===== src/rtl/sbox_round_core.sv =====
`default_nettype none
// ============================================================================
// Module   : sbox_round_core
// Purpose  : Iterative 128-bit toy block cipher (PRESENT nibble S-box,
//            8-bit left rotate, round-key XOR), one round per clock.
//            Load/busy handshake; busy_o doubles as the scope trigger.
// Revision : 1.0 - initial release
// ============================================================================
module sbox_round_core #(
  parameter int pROUNDS = 10  // legal range 1..15 (round counter is 4 bits)
) (
  input  logic         clk,
  input  logic         rst,
  input  logic         load_i,
  input  logic [127:0] key_i,
  input  logic [127:0] data_i,
  output logic [127:0] data_o,
  output logic         busy_o,
  output logic         done_o,
  output logic [3:0]   round_o
);

  localparam logic [0:0] IDLE = 1'b0;
  localparam logic [0:0] RUN  = 1'b1;

  // Round index on which the final round executes.
  localparam logic [3:0] LAST_RND = 4'(pROUNDS);

  logic [0:0]   fsm_q,   fsm_d;
  logic [127:0] state_q, state_d;
  logic [127:0] rkey_q,  rkey_d;
  logic [3:0]   rnd_q,   rnd_d;
  logic [127:0] data_q,  data_d;
  logic         done_q,  done_d;

  logic [127:0] sbox_out;
  logic [127:0] rk_next;
  logic [127:0] s_next;

  // PRESENT 4-bit S-box.
  function automatic logic [3:0] sbox4(input logic [3:0] x);
    logic [3:0] y;
    case (x)
      4'h0: y = 4'hC;  4'h1: y = 4'h5;  4'h2: y = 4'h6;  4'h3: y = 4'hB;
      4'h4: y = 4'h9;  4'h5: y = 4'h0;  4'h6: y = 4'hA;  4'h7: y = 4'hD;
      4'h8: y = 4'h3;  4'h9: y = 4'hE;  4'hA: y = 4'hF;  4'hB: y = 4'h8;
      4'hC: y = 4'h4;  4'hD: y = 4'h7;  4'hE: y = 4'h1;  default: y = 4'h2;
    endcase
    return y;
  endfunction

  // Substitution layer: same S-box on all 32 nibbles of the state.
  for (genvar i = 0; i < 32; i++) begin : g_sbox
    assign sbox_out[4*i +: 4] = sbox4(state_q[4*i +: 4]);
  end

  // Round function: key schedule and data path both rotate left by 8 bits;
  // the round index is folded into the low nibble of the round key.
  assign rk_next = {rkey_q[119:0], rkey_q[127:120]} ^ {124'b0, rnd_q};
  assign s_next  = {sbox_out[119:0], sbox_out[127:120]} ^ rk_next;

  // Next-state logic for the IDLE/RUN controller and datapath registers.
  always_comb begin
    fsm_d   = fsm_q;
    state_d = state_q;
    rkey_d  = rkey_q;
    rnd_d   = rnd_q;
    data_d  = data_q;
    done_d  = 1'b0;
    case (fsm_q)
      IDLE: begin
        if (load_i) begin
          state_d = data_i ^ key_i;
          rkey_d  = key_i;
          rnd_d   = 4'd1;
          fsm_d   = RUN;
        end
      end
      default: begin
        if (rnd_q == LAST_RND) begin
          // Publish the result and scrub key material before going idle.
          data_d  = s_next;
          done_d  = 1'b1;
          state_d = '0;
          rkey_d  = '0;
          rnd_d   = 4'd0;
          fsm_d   = IDLE;
        end else begin
          state_d = s_next;
          rkey_d  = rk_next;
          rnd_d   = rnd_q + 4'd1;
        end
      end
    endcase
  end

  // State registers; reset clears everything immediately, aborting any run.
  always_ff @(posedge clk or posedge rst) begin
    if (rst) begin
      fsm_q   <= IDLE;
      state_q <= '0;
      rkey_q  <= '0;
      rnd_q   <= 4'd0;
      data_q  <= '0;
      done_q  <= 1'b0;
    end else begin
      fsm_q   <= fsm_d;
      state_q <= state_d;
      rkey_q  <= rkey_d;
      rnd_q   <= rnd_d;
      data_q  <= data_d;
      done_q  <= done_d;
    end
  end

  assign data_o  = data_q;
  assign busy_o  = (fsm_q == RUN);
  assign done_o  = done_q;
  assign round_o = rnd_q;

endmodule
`default_nettype wire


===== config.mk =====
export PLATFORM = sky130hd
export DESIGN_NAME = sbox_round_core
export DESIGN_NICKNAME = d
export VERILOG_FILES = /design/src/rtl/sbox_round_core.sv
export SDC_FILE = /design/constraint.sdc
export NUM_CORES = 1
export LEC_CHECK = 0
export BUFFER_PORTS_ARGS = -buffer_cell sky130_fd_sc_hd__buf_4
export CAP_MARGIN = 20
export CORE_MARGIN = 2
export CORE_UTILIZATION = 58
export DETAILED_ROUTE_END_ITERATION = 8
export PLACE_DENSITY = 0.83
export SLEW_MARGIN = 20
export SYNTH_ARGS = -nofsm -noshare
export SYNTH_HDL_FRONTEND = slang
export SYNTH_SLANG_ARGS = --single-unit

===== constraint.sdc =====
create_clock -name clk -period 17.35 [get_ports clk]
set_input_delay 3.47 -clock clk [delete_from_list [all_inputs] [get_ports clk]]
set_output_delay 3.47 -clock clk [all_outputs]
set_load 0.02 [all_outputs]

==> run metrics <==
fraction of met3 tracks used by global routing 0.0444; GR Layer Usage met2 0.507; maximum capacitance violations 0; Area growth, synth to finish 17.2%; count of cells resized by post-cts repair 0; Die H 214 um; Synthesized Nets 2944; maximum vdd drop 0.000143 V; nature of the critical path startpoint input port; upper clock frequency limit 189 MHz; Yosys top cell by area sky130_fd_sc_hd__dfrtp_1; clk slew on worst S/H paths 0.06 ns; capturing element type of the critical path async pin; top area cells in the synthesized netlist sky130_fd_sc_hd__dfrtp_1, sky130_fd_sc_hd__ha_1, sky130_fd_sc_hd__xnor2_1; initial core utilization 0.590; cell depth of the worst hold path 2; number of buffers added to fix hold violations after cts 0; sequential share of the synthesized area 0.382; num ports 393; Min Clock Period, post-route 5.29 ns; horizontal die dimension 214 um; #FFs+latches synth 390; final setup TNS 0 ns; maximum single-stage delay on the critical path 0.89 ns; Setup violations, final 0; number of cells on the worst reg-to-reg path 8; cell at the root of the clock tree sky130_fd_sc_hd__clkbuf_16; Global Route met1 Usage 0.422; via/cell ratio 6.02; setup skew after layout 0.00999 ns; number of synthesized flops with an enable pin 0; Synth top area share 0.382; overall via count from detail_route 20400; fraction of final layout cells with drive strength greater than 1 0.233; worst slew margin relative to its limit 0.263; count of clock tree sinks 390; cell with the biggest individual delay on the critical path sky130_fd_sc_hd__buf_4; cell row count 76; DRC errors left 0; Worst Hold Class flop to flop; number of CTS-inserted buffers 44; total die area 45700 um2; drt first-iter violations 1833; overflow left after global routing 0; startpoint of the worst hold path data_o[70]; combined global-route utilization of all metal layers 0.311; count leader, synth sky130_fd_sc_hd__dfrtp_1; endpoint of the most critical register-to-register path data_o[86]; number of optimization iterations in the first detailed-route pass 7; Async S/R FF share, synth 1.00; warnings from Yosys 0; number of antenna violations at the first check in global routing 0; DR WL/cell 21.0 um; required time of the worst setup path 17.97 ns; DP HPWL 48700 um; Critical Path Most Common Cell sky130_fd_sc_hd__buf_4; vias in the first global route 20500; critical path data arrival time 5.91 ns; post-route fraction of the period consumed by the critical path 0.305; total wire length after detailed routing 71000 um; result of the run complete, no violations; sequence of cells on the critical path buf_4, inv_8, buf_4, buf_4; CP startpoint rst; transition at the pin with the smallest max-transition slack 1.11 ns; Syn Std Cell Area 25500 um2; count of antenna diodes in the layout 0; post-place instance area 28400 um2; insertion delay of the later-clocked pin in the worst-skew pair 0.57 ns; core box area 43300 um2; Post-Synthesis Mean Instance Area 10.2 um2; largest net degree at the start of global routing 218; number of filler cells placed in the layout 3166; number of nets with antenna violations after routing 0; port bufs 392; H-tree levels 2; Final Max Slew Viols 0; Critical Path Fanout Max 115; number of distinct library cells after synthesis 34; # Post-CTS Setup Buffers 0; worst setup path category input port to async pin; clock tree from TritonCTS built; end point of the most critical hold path data_o[70]; power density of the placed cells 216 nW/um2; Reg2Reg Launch Point round_o[0]; count of nets after finishing 3222; unrepaired setup endpoints after global routing no; commonest register cell after synthesis sky130_fd_sc_hd__dfrtp_1; Synth Instances 2493; maximum buffer depth of the clock tree 3; Static Leakage 13.9 nW; final hold violation count 0; layer with the highest usage after global routing met2; global placer's final weighted congestion 0.881; list of most frequent post-synthesis cells sky130_fd_sc_hd__dfrtp_1, sky130_fd_sc_hd__nand2_1, sky130_fd_sc_hd__xnor2_1, sky130_fd_sc_hd__o21ai_0, sky130_fd_sc_hd__ha_1; area of all placed cells without fillers 29900 um2; wire length of the first global-routing pass 111000 um; setup slack, reg-to-reg 13.75 ns
[worst max-delay path, delay by kind of cell]
kind	cells	cell delay [ns]
buffers and inverters	4	2.27
[logic make-up after synthesis]
logic type	after synthesis	share of synthesized area
buffers and inverters	299	0.0576
AND/OR/NAND/NOR	358	0.0587
flip-flops	390	0.382
XOR/XNOR	292	0.100
multiplexers	200	0.110
adder cells (fa/ha/maj)	192	0.0941
AO/OA/AOI/OAI	762	0.197
[power breakdown]
part / internal (W) / switching, W
logic: 0.00159 / 0.00191
registers: 0.00136 / 0.000597
clock network: 0.000618 / 0.000395
[how the worst max path moves through the flow]
stage	endpoint	depth (start not counted)	slack [ns]
global route	data_o[18]	4	11.67
finish	data_o[18]	4	12.06
floorplan	busy_o	1	3.04
detailed placement	data_o[19]	4	11.38
global placement	data_o[19]	4	11.42
CTS	rkey_q[9]	4	11.99
[through the flow]
step | hold WS [ns] | setup slack, ns | instances | power (W) | util
global placement | 0.463 | 11.42 | 3310 | 0.00520 | 0.655
floorplan | 0.490 | 3.04 | 2493 | 0.00443 | -
global route | 0.499 | 11.67 | 3389 | 0.00690 | 0.691
detailed placement | 0.467 | 11.38 | 3310 | 0.00539 | 0.655
CTS | 0.481 | 11.99 | 3389 | 0.00645 | 0.691
finish | 0.480 | 12.06 | 3389 | 0.00647 | 0.691
[cell type report]
| cell class | instances | area, um2 | area share |
|---|---|---|---|
| Clock buffer | 55 | 1220 | 0.0409 |
| Multi-Input combinational cell | 1804 | 14300 | 0.478 |
| Inverter | 126 | 480 | 0.0161 |
| Tap cell | 585 | 732 | 0.0245 |
| Timing Repair Buffer | 405 | 3070 | 0.103 |
| Sequential cell | 390 | 9760 | 0.326 |
| Clock inverter | 24 | 333 | 0.0111 |
[layout by cell type (no fill, tap or decap), drive strengths merged, types with 33 or more instances in the layout]
| cell | instances |
|---|---|
| nand2 | 266 |
| o21ai | 330 |
| clkbuf | 55 |
| dfrtp | 390 |
| ha | 192 |
| a21o | 93 |
| buf | 405 |
| mux2i | 136 |
| o2bb2ai | 94 |
| inv | 126 |
| o22ai | 37 |
| mux4 | 64 |
| xnor2 | 259 |
| xor2 | 33 |
| a21oi | 142 |
| nor2 | 53 |
[registers in the layout (all words and copies together), names as in the netlist]
name,cells
done_o,1
rkey_q,128
round_o,4
state_q,128
busy_o,1
data_o,128
[metal layers]
metal	up-vias	wire length [um]	part of all wire
li1	9199	-	-
met1	10100	29000	0.41
met2	884	34100	0.48
met3	164	5370	0.076
met4	0	2550	0.036
met5	-	0	0
No activity file was read; power rests on OpenSTA's default activity.
